===== src/rtl/jt12_regwr.sv =====
// jt12_regwr: decodes CPU address/data writes into per-slot register-file update requests.
// Optional macro JT12_REGWR_QUEUE_EN adds a one-entry queue for data writes that arrive while busy.
module jt12_regwr #(
    parameter int num_ch = 6
) (
    input  logic        clk,
    input  logic        rst,
    input  logic        clk_en,
    input  logic        cpu_wr,
    input  logic [1:0]  cpu_a,
    input  logic [7:0]  cpu_din,
    output logic        busy,
    output logic [7:0]  din,
    output logic [2:0]  ch,
    output logic [1:0]  op,
    output logic        up_keyon,
    output logic        up_dt1,
    output logic        up_tl,
    output logic        up_ks_ar,
    output logic        up_amen_dr,
    output logic        up_sr,
    output logic        up_sl_rr,
    output logic        up_ssgeg,
    output logic        up_fnumlo,
    output logic        up_alg,
    output logic        up_pms,
    output logic [5:0]  latch_fnum,
    output logic        effect,
    output logic        csm,
    output logic [10:0] fnum_ch3op1,
    output logic [10:0] fnum_ch3op2,
    output logic [10:0] fnum_ch3op3,
    output logic [2:0]  block_ch3op1,
    output logic [2:0]  block_ch3op2,
    output logic [2:0]  block_ch3op3
);
    localparam int HOLD = 4 * num_ch;
    localparam int N_UP = 11;
    localparam int UP_KEYON = 0, UP_DT1 = 1, UP_TL = 2, UP_KS_AR = 3, UP_AMEN_DR = 4, UP_SR = 5;
    localparam int UP_SL_RR = 6, UP_SSGEG = 7, UP_FNUMLO = 8, UP_ALG = 9, UP_PMS = 10;

    logic [7:0]      regaddr;
    logic            part;
    logic [4:0]      cnt;
    logic [N_UP-1:0] strobe;
    logic [5:0]      hi_latch;

    logic wr_addr, wr_data, tick_last;
    assign wr_addr   = cpu_wr & ~cpu_a[0];
    assign wr_data   = cpu_wr & cpu_a[0];
    assign busy      = (cnt != 5'd0);
    assign tick_last = clk_en && (cnt == 5'd1);

    // Decode source: the live write, or the queued entry at the release edge
    logic       dec_en;
    logic [7:0] dec_addr;
    logic [7:0] dec_data;
    logic       dec_part;

`ifdef JT12_REGWR_QUEUE_EN
    logic       q_valid;
    logic [7:0] q_addr;
    logic [7:0] q_data;
    logic       q_part;
    logic       q_take;

    assign q_take = wr_data & busy & ~q_valid & ~tick_last;

    // A write landing on the release edge with the queue empty is issued straight away
    always_comb begin
        dec_addr = regaddr;
        dec_part = part;
        dec_data = cpu_din;
        dec_en   = wr_data & ~busy;
        if (tick_last) begin
            if (q_valid) begin
                dec_addr = q_addr;
                dec_part = q_part;
                dec_data = q_data;
                dec_en   = 1'b1;
            end else begin
                dec_en = wr_data;
            end
        end
    end

    always_ff @(posedge clk) begin
        if (rst) begin
            q_valid <= 1'b0;
            q_addr  <= '0;
            q_data  <= '0;
            q_part  <= 1'b0;
        end else if (tick_last && q_valid) begin
            q_valid <= 1'b0;
        end else if (q_take) begin
            q_valid <= 1'b1;
            q_addr  <= regaddr;
            q_data  <= cpu_din;
            q_part  <= part;
        end
    end
`else
    assign dec_addr = regaddr;
    assign dec_part = part;
    assign dec_data = cpu_din;
    assign dec_en   = wr_data & ~busy;
`endif

    logic            part_ok, lo_ok;
    logic [N_UP-1:0] dec_up;
    logic            dec_lfnum, dec_hi, dec_mode;
    logic [2:0]      dec_ch3;

    assign part_ok = !(dec_part && (num_ch == 3));
    assign lo_ok   = (dec_addr[1:0] != 2'd3);

    always_comb begin
        dec_up    = '0;
        dec_lfnum = 1'b0;
        dec_hi    = 1'b0;
        dec_mode  = 1'b0;
        dec_ch3   = '0;
        if (dec_en && part_ok) begin
            case (dec_addr[7:4])
                4'h2: if (!dec_part) begin
                    dec_up[UP_KEYON] = (dec_addr[3:0] == 4'h8);
                    dec_mode         = (dec_addr[3:0] == 4'h7);
                end
                4'h3: dec_up[UP_DT1]     = lo_ok;
                4'h4: dec_up[UP_TL]      = lo_ok;
                4'h5: dec_up[UP_KS_AR]   = lo_ok;
                4'h6: dec_up[UP_AMEN_DR] = lo_ok;
                4'h7: dec_up[UP_SR]      = lo_ok;
                4'h8: dec_up[UP_SL_RR]   = lo_ok;
                4'h9: dec_up[UP_SSGEG]   = lo_ok;
                4'hA: case (dec_addr[3:2])
                    2'd0: dec_up[UP_FNUMLO] = lo_ok;
                    2'd1: dec_lfnum         = lo_ok;
                    // A9 -> op1, AA -> op2, A8 -> op3
                    2'd2: if (!dec_part) begin
                        dec_ch3[0] = (dec_addr[1:0] == 2'd1);
                        dec_ch3[1] = (dec_addr[1:0] == 2'd2);
                        dec_ch3[2] = (dec_addr[1:0] == 2'd0);
                    end
                    default: dec_hi = lo_ok && !dec_part;
                endcase
                4'hB: begin
                    dec_up[UP_ALG] = lo_ok && (dec_addr[3:2] == 2'd0);
                    dec_up[UP_PMS] = lo_ok && (dec_addr[3:2] == 2'd1);
                end
                default: ;
            endcase
        end
    end

    always_ff @(posedge clk) begin
        if (rst) begin
            regaddr      <= '0;
            part         <= 1'b0;
            cnt          <= '0;
            strobe       <= '0;
            din          <= '0;
            ch           <= '0;
            op           <= '0;
            hi_latch     <= '0;
            latch_fnum   <= '0;
            effect       <= 1'b0;
            csm          <= 1'b0;
            fnum_ch3op1  <= '0;
            fnum_ch3op2  <= '0;
            fnum_ch3op3  <= '0;
            block_ch3op1 <= '0;
            block_ch3op2 <= '0;
            block_ch3op3 <= '0;
        end else begin
            if (wr_addr) begin
                regaddr <= cpu_din;
                part    <= cpu_a[1];
            end
            if (|dec_up) begin
                strobe <= dec_up;
                din    <= dec_data;
                ch     <= {dec_part, dec_addr[1:0]};
                op     <= dec_addr[3:2];
                cnt    <= 5'(HOLD);
            end else if (busy && clk_en) begin
                cnt <= cnt - 5'd1;
                if (tick_last) strobe <= '0;
            end
            if (dec_lfnum) latch_fnum <= dec_data[5:0];
            if (dec_hi)    hi_latch   <= dec_data[5:0];
            if (dec_ch3[0]) begin
                fnum_ch3op1  <= {hi_latch[2:0], dec_data};
                block_ch3op1 <= hi_latch[5:3];
            end
            if (dec_ch3[1]) begin
                fnum_ch3op2  <= {hi_latch[2:0], dec_data};
                block_ch3op2 <= hi_latch[5:3];
            end
            if (dec_ch3[2]) begin
                fnum_ch3op3  <= {hi_latch[2:0], dec_data};
                block_ch3op3 <= hi_latch[5:3];
            end
            if (dec_mode) begin
                effect <= |dec_data[7:6];
                csm    <= (dec_data[7:6] == 2'b10);
            end
        end
    end

    assign up_keyon   = strobe[UP_KEYON];
    assign up_dt1     = strobe[UP_DT1];
    assign up_tl      = strobe[UP_TL];
    assign up_ks_ar   = strobe[UP_KS_AR];
    assign up_amen_dr = strobe[UP_AMEN_DR];
    assign up_sr      = strobe[UP_SR];
    assign up_sl_rr   = strobe[UP_SL_RR];
    assign up_ssgeg   = strobe[UP_SSGEG];
    assign up_fnumlo  = strobe[UP_FNUMLO];
    assign up_alg     = strobe[UP_ALG];
    assign up_pms     = strobe[UP_PMS];
endmodule

===== config.mk =====
export PLATFORM = sky130hd
export DESIGN_NAME = jt12_regwr
export DESIGN_NICKNAME = d
export VERILOG_FILES = /design/src/rtl/jt12_regwr.sv
export SDC_FILE = /design/constraint.sdc
export NUM_CORES = 1
export LEC_CHECK = 0
export BUFFER_PORTS_ARGS = -buffer_cell sky130_fd_sc_hd__buf_2
export CORE_ASPECT_RATIO = 1.25
export CORE_UTILIZATION = 47
export CTS_CLUSTER_SIZE = 25
export DETAILED_ROUTE_END_ITERATION = 16
export GPL_ROUTABILITY_DRIVEN = 1
export MAX_ROUTING_LAYER = met4
export PLACE_DENSITY = 0.71
export SYNTH_ARGS = -nofsm -noshare
export SYNTH_HDL_FRONTEND = slang
export SYNTH_SLANG_ARGS = --single-unit

===== constraint.sdc =====
create_clock -name clk -period 2.75 [get_ports clk]
set_input_delay 0.825 -clock clk [delete_from_list [all_inputs] [get_ports clk]]
set_output_delay 0.825 -clock clk [all_outputs]
set_load 0.05 [all_outputs]

### Word-level counts from Yosys, hierarchy flattened

Cells that the tools add are included.

| operators by class | value |
|---|---|
| add/subtract/negate cells | 1 |
| multiply operators | 0 |
| divide/modulo/power cells | 0 |
| $lt $le $gt $ge | 0 |
| eq/ne operators | 19 |
| shift operators | 0 |
| muxes and demuxes | 31 |
| bitwise operators | 5 |
| reduce and logical (&&, ||, !) cells | 16 |

Operators with widths:

| cell | count |
|---|---|
| 2-to-1 mux 11 bit | 4 |
| == test 4 x 3 -> 1 bit (second input constant) | 5 |
| == test 4 bit (second input constant) | 5 |
| 2-to-1 mux 1 bit | 20 |
| 2-to-1 mux 3 bit | 4 |
| OR reduction 12 bit | 1 |
| OR reduction 11 bit | 1 |
| 2-to-1 mux 5 bit | 2 |
| == test 4 x 2 -> 1 bit (second input constant) | 2 |
| == test 2 bit (second input constant) | 3 |
| == test 5 x 1 -> 1 bit (second input constant) | 1 |
| logical AND 1 bit | 5 |
| nonzero test 5 bit | 1 |
| subtractor 5 x 1 -> 5 bit (second input constant) | 1 |
| == test 2 x 1 -> 1 bit (second input constant) | 2 |
| logical NOT 2 bit | 2 |
| nonzero test 2 bit | 2 |
| AND 1 bit | 3 |
| OR reduction 3 bit | 1 |
| 2-to-1 mux 2 bit | 1 |
| != test 2 bit (second input constant) | 1 |
| NOT 1 bit | 2 |
| AND reduction 2 bit | 1 |
| OR reduction 2 bit | 1 |
| logical NOT 1 bit | 1 |

| word-level totals | value |
|---|---|
| bits in registers | 94 |
| bits in latches | 0 |
| RAM bits | 0 |
| bits in read-only memories | 0 |
| output and inout bits | 75 |
| memories | 0 |

### Depth between registers and ports, before layout

| depth | value |
|---|---|
| depth after elaboration | 7 |
| depth in mapped cells | 10 |

### Worst setup path before layout

No wires, ideal clock.

| timing | value |
|---|---|
| kind | reg2reg |
| start | register cnt[0] |
| end | register strobe[10] |
| arrival time | 2,331 ps |
| data required time | 2,690 ps |
| path slack | 359 ps |
| stages on the path, launching flop included | 10 |
| path buffers | 1 |
| cells stage by stage | dfxtp_1 inv_1 ha_1 nor4b_4 inv_2 or3_1 buf_6 nor3_4 nor4_1 a22o_1 |

| between the ends | value |
|---|---|
| longest elaborated chain between the ends | 7 |
| elaborated cells between the ends (all ways) | 12 |
| classes of those cells | 1 x eq/ne; 2 x mux; 2 x bitwise; 7 x reduce/logical |

RTL lines:

| item | RTL line | source |
|---|---|---|
| from (decl) | 44 | `logic [4:0] cnt;` |
| from (signal assigned) | 185 | `cnt <= 5'(HOLD);` |
| from (signal assigned) | 187 | `cnt <= cnt - 5'd1;` |
| nonzero test 5 bit (*) | 51 | `assign busy = (cnt != 5'd0);` |
| via busy | 12 | `output logic busy,` |
| NOT 1 bit | 106 | `assign dec_en = wr_data & ~busy;` |
| AND 1 bit | 106 |  |
| 2-to-1 mux 11 bit | 123 | `if (dec_en && part_ok) begin` |
| OR reduction 11 bit | 180 | `if (\|dec_up) begin` |
| nonzero test 2 bit (no line) | n/a |  |
| AND reduction 2 bit (no line) | n/a |  |
| to (signal assigned) | 181 | `strobe <= dec_up;` |
| to (decl) | 45 | `logic [N_UP-1:0] strobe;` |

Mark *: on every way through the listed nets, which the timed path passes. The rest lies on a longest branch.
A chain may end at the register's enable or synchronous reset.

### Worst setup path after layout

| timing | value |
|---|---|
| start | register cnt[0] |
| end | register ch[2] |

| between the ends | value |
|---|---|
| longest elaborated chain between the ends | 5 |

RTL lines:

| item | RTL line | source |
|---|---|---|
| nonzero test 5 bit | 51 |  |
| NOT 1 bit | 106 |  |
| AND 1 bit | 106 |  |
| 2-to-1 mux 11 bit | 123 |  |
| OR reduction 11 bit | 180 |  |
| to (signal assigned) | 183 | `ch <= {dec_part, dec_addr[1:0]};` |
| to (decl) | 14 | `output logic [2:0] ch,` |

Every way passes these cells.

==> implementation parameters <==
Parameter                              Value

Placed design
  Port Buffers    between 80 and 90
  Final estimated routing congestion in global placement    0.8749
  Number of placed instances, taps included    609
  Dpl hpwl    6.745 mm

STA
  Tightest slew margin relative to the limit    0.5148
  Final clock skew    12.32 ps
  Final setup violation count    0
  Hold violation count in the final report    0
  Minimum clock period after layout    2548 ps
  RSZ-0062 raised after global routing    no
  Number of max-slew violations in the final report    0
  Worst Hold Slack    455.7 ps
  Highest achievable clock rate    0.3924 GHz
  Final period util    0.9267
  Worst Tran Pin Value    726.3 ps
  Total negative slack    0 ps

Clock network
  Worst-Skew Late Latency    between 300 and 400 ps
  CTS tree    done
  Post-CTS sizing    0
  Number of buffers inserted during clock tree synthesis    9
  Count of hold-fix buffers inserted at cts    0
  Cell at the root of the clock tree    sky130_fd_sc_hd__clkbuf_8
  CTS max path bufs    2
  Htree depth    3
  Clock-pin slew reported for the worst setup and hold paths after clock tree synthesis    100 ps
  CTS Sinks    94
  Buffers inserted by post-CTS timing repair    0

Layout
  Diodes inserted    0
  Layout area overhead    19.84%
  Fraction of layout instances using a drive strength above 1    0.2345
  Final Instance Count excl. Fillers    approximately 630
  NumNets Final    545
  Fillers    between 600 and 700
  Utilization after layout    0.5933

Logic synthesis
  Synth Flop Type    sky130_fd_sc_hd__dfxtp_1
  Area of the mapped netlist    about 3700 µm²
  Share of the yosys chip area belonging to registers    0.5076
  Count of flip-flops with a built-in enable after synthesis    0
  Yosys top cell by area    sky130_fd_sc_hd__dfxtp_1
  Top cells by count, synth    111 x sky130_fd_sc_hd__nand2_1, 94 x sky130_fd_sc_hd__dfxtp_1, 68 x sky130_fd_sc_hd__a21oi_1, 23 x sky130_fd_sc_hd__nor2_1, 19 x sky130_fd_sc_hd__nand3_1
  Async S/R FF share, synth    0
  Area fraction of the dominant cell type after synthesis    0.5076
  Synthesized area divided by synthesized cell count    8.350 µm²
  FF+latch count, synth    94
  Count of warnings emitted by yosys    0
  Most used standard cell by instance count after synthesis    sky130_fd_sc_hd__nand2_1
  Number of unique standard cell types used by synthesis    48
  Cell types occupying the most area after synthesis    sky130_fd_sc_hd__dfxtp_1 51%, sky130_fd_sc_hd__nand2_1 11%, sky130_fd_sc_hd__a21oi_1 9.2%
  Net count of the mapped netlist    461
  Gate count after technology mapping    444

GRT
  Total routing resource utilization after global routing    0.2537
  Antenna violations before repair    0
  Residual overflow from global routing    0
  Maximum number of pins on one net before global-route repair    39
  Number of global-route vias before repair    3166
  First-pass GRT wire length    15.28 mm

Worst hold path
  Number of cells on the worst hold path    2
  Class of the worst hold path    flip-flop to flip-flop
  Min-Delay Endpoint    block_ch3op2[0]
  Launch point of the worst hold path    block_ch3op2[0]

Routing
  First DRT Iteration DRCs    260
  Number of remaining DRC errors    0
  Wirelength, routed    9.667 mm
  Total iterations of the first detailed-routing run    4
  Per-cell routed wire length    15.47 µm
  Post-DRT Antenna Nets    0
  Via Count    3397
  Detailed-route vias per instance    5.435

Critical path
  Highest fanout seen on the critical path    13
  Critical R2R Capture    ch[2]
  Worst r2r path cells    8
  Reg2reg start    cnt[0]
  Setup crit end kind    flip-flop
  Worst setup SP type    flip-flop
  CP arrival    2790 ps
  CP Class    flip-flop to flip-flop
  Required time of the critical path    2990 ps
  Reg2reg setup slack    200 ps

Die
  Die ar.    between 8000 and 9000 µm²
  Core area    ~7500 µm²
  I/O Pins    89
  Die X    81.44 µm
  Number of standard-cell rows in the floorplan    35
  DIE HEIGHT    roughly 100 µm
  Starting density of the core    0.4951

Power
  Part of the total power dissipated in combinational logic    0.161
  Switching power of the nets    around 0.87 mW
  Power density over the cells    642.6 nW/µm²
  Design internal power    1.990 mW
  Flop pwr share    0.509
  Sw frac    0.3030
  Max IR drop VDD    between 400 and 500 µV
  Reported leakage power    approximately 1.8 nW
  Power share of the clock group    0.330

Run status
  Run status    completed

Run
  Max-cap violations    0
[layout make-up]
cell class	count	area, µm²	share of cell area
sequential	94	1882	0.4235
clock buffer	9	123.9	0.02788
multi-input combinational	312	1659	0.3734
timing repair buffer	103	553.0	0.1245
tap	92	115.1	0.02591
inverter	8	30.03	0.006759
clock inverter	7	80.08	0.01802
[through the flow]
stage               power (mW)  setup slack [ps]  area [µm²]
global route             2.974             27.95        4443
detailed placement       1.942             219.5        4239
finish                   2.855             201.6        4443
CTS                      2.868             201.4        4443
global placement         1.921             286.6        4239
floorplan                1.817             359.0        3707
[worst max-delay path, cell delays in order, from the launching register on]
cell,delay [ps]
sky130_fd_sc_hd__dfxtp_1,360
sky130_fd_sc_hd__inv_1,100
sky130_fd_sc_hd__ha_1,200
sky130_fd_sc_hd__nor4b_4,300
sky130_fd_sc_hd__inv_2,110
sky130_fd_sc_hd__or3_1,520
sky130_fd_sc_hd__or3_1,610
sky130_fd_sc_hd__nand3_1,180
sky130_fd_sc_hd__a21oi_1,70
[metal layers]
metal,vias up,routed length [µm],global-route usage
met5,-,0,-
met4,0,168,0.1058
met3,14,512,0.03694
met2,108,4835,0.4186
met1,1603,4152,0.3046
li1,1672,-,-
[how the worst max path moves through the flow]
stage / from / end / slack [ps] / depth (start not counted)
5_1_grt: cnt[1] / op[0] / 30 / 8
6_report: cnt[0] / ch[2] / 200 / 8
4_1_cts: cnt[0] / din[6] / 200 / 8
3_3_place_gp: cpu_wr / op[1] / 290 / 6
2_1_floorplan: cnt[0] / strobe[10] / 360 / 9
3_5_place_dp: cnt[0] / ch[2] / 220 / 8
[cell families (layout without fill, tap and decap cells)]
kind of cell | after synthesis | after routing | share of synthesized area
muxes | 13 | 13 | 0.03510
buffers and inverters | 38 | 127 | 0.04488
DFF | 94 | 94 | 0.5076
adders and majority gates | 3 | 3 | 0.01013
AOI/OAI and AO/OA | 98 | 98 | 0.1465
xor gates and xnor gates | 3 | 3 | 0.007089
and+or+nand+nor | 195 | 195 | 0.2487
[placed cells by master, fill, tap and decap left out, drive strengths merged, types with 7 or more instances in the layout]
master  instances
o21ai          15
dfxtp          94
nor2           23
nand3          19
inv            10
buf           103
nand2b          7
nand2         111
a21oi          68
mux2i          13
clkbuf          9
nor3            7
[power by group through the flow]
stage / clock network, mW / logic (mW) / registers [mW]
global route: 1.01 / 0.498 / 1.46
detailed placement: 0 / 0.458 / 1.48
CTS: 0.956 / 0.459 / 1.45
finish: 0.943 / 0.459 / 1.45
floorplan: 0 / 0.331 / 1.49
global placement: 0 / 0.439 / 1.48
[registers in the layout (all words and copies together) (netlist names), 3 cells and up]
name / count
block_ch3op1: 3
block_ch3op2: 3
block_ch3op3: 3
ch: 3
cnt: 5
dec_addr: 8
din: 8
fnum_ch3op1: 11
fnum_ch3op2: 11
fnum_ch3op3: 11
hi_latch: 6
latch_fnum: 6
strobe: 11
No activity file was read; power rests on OpenSTA's default activity.
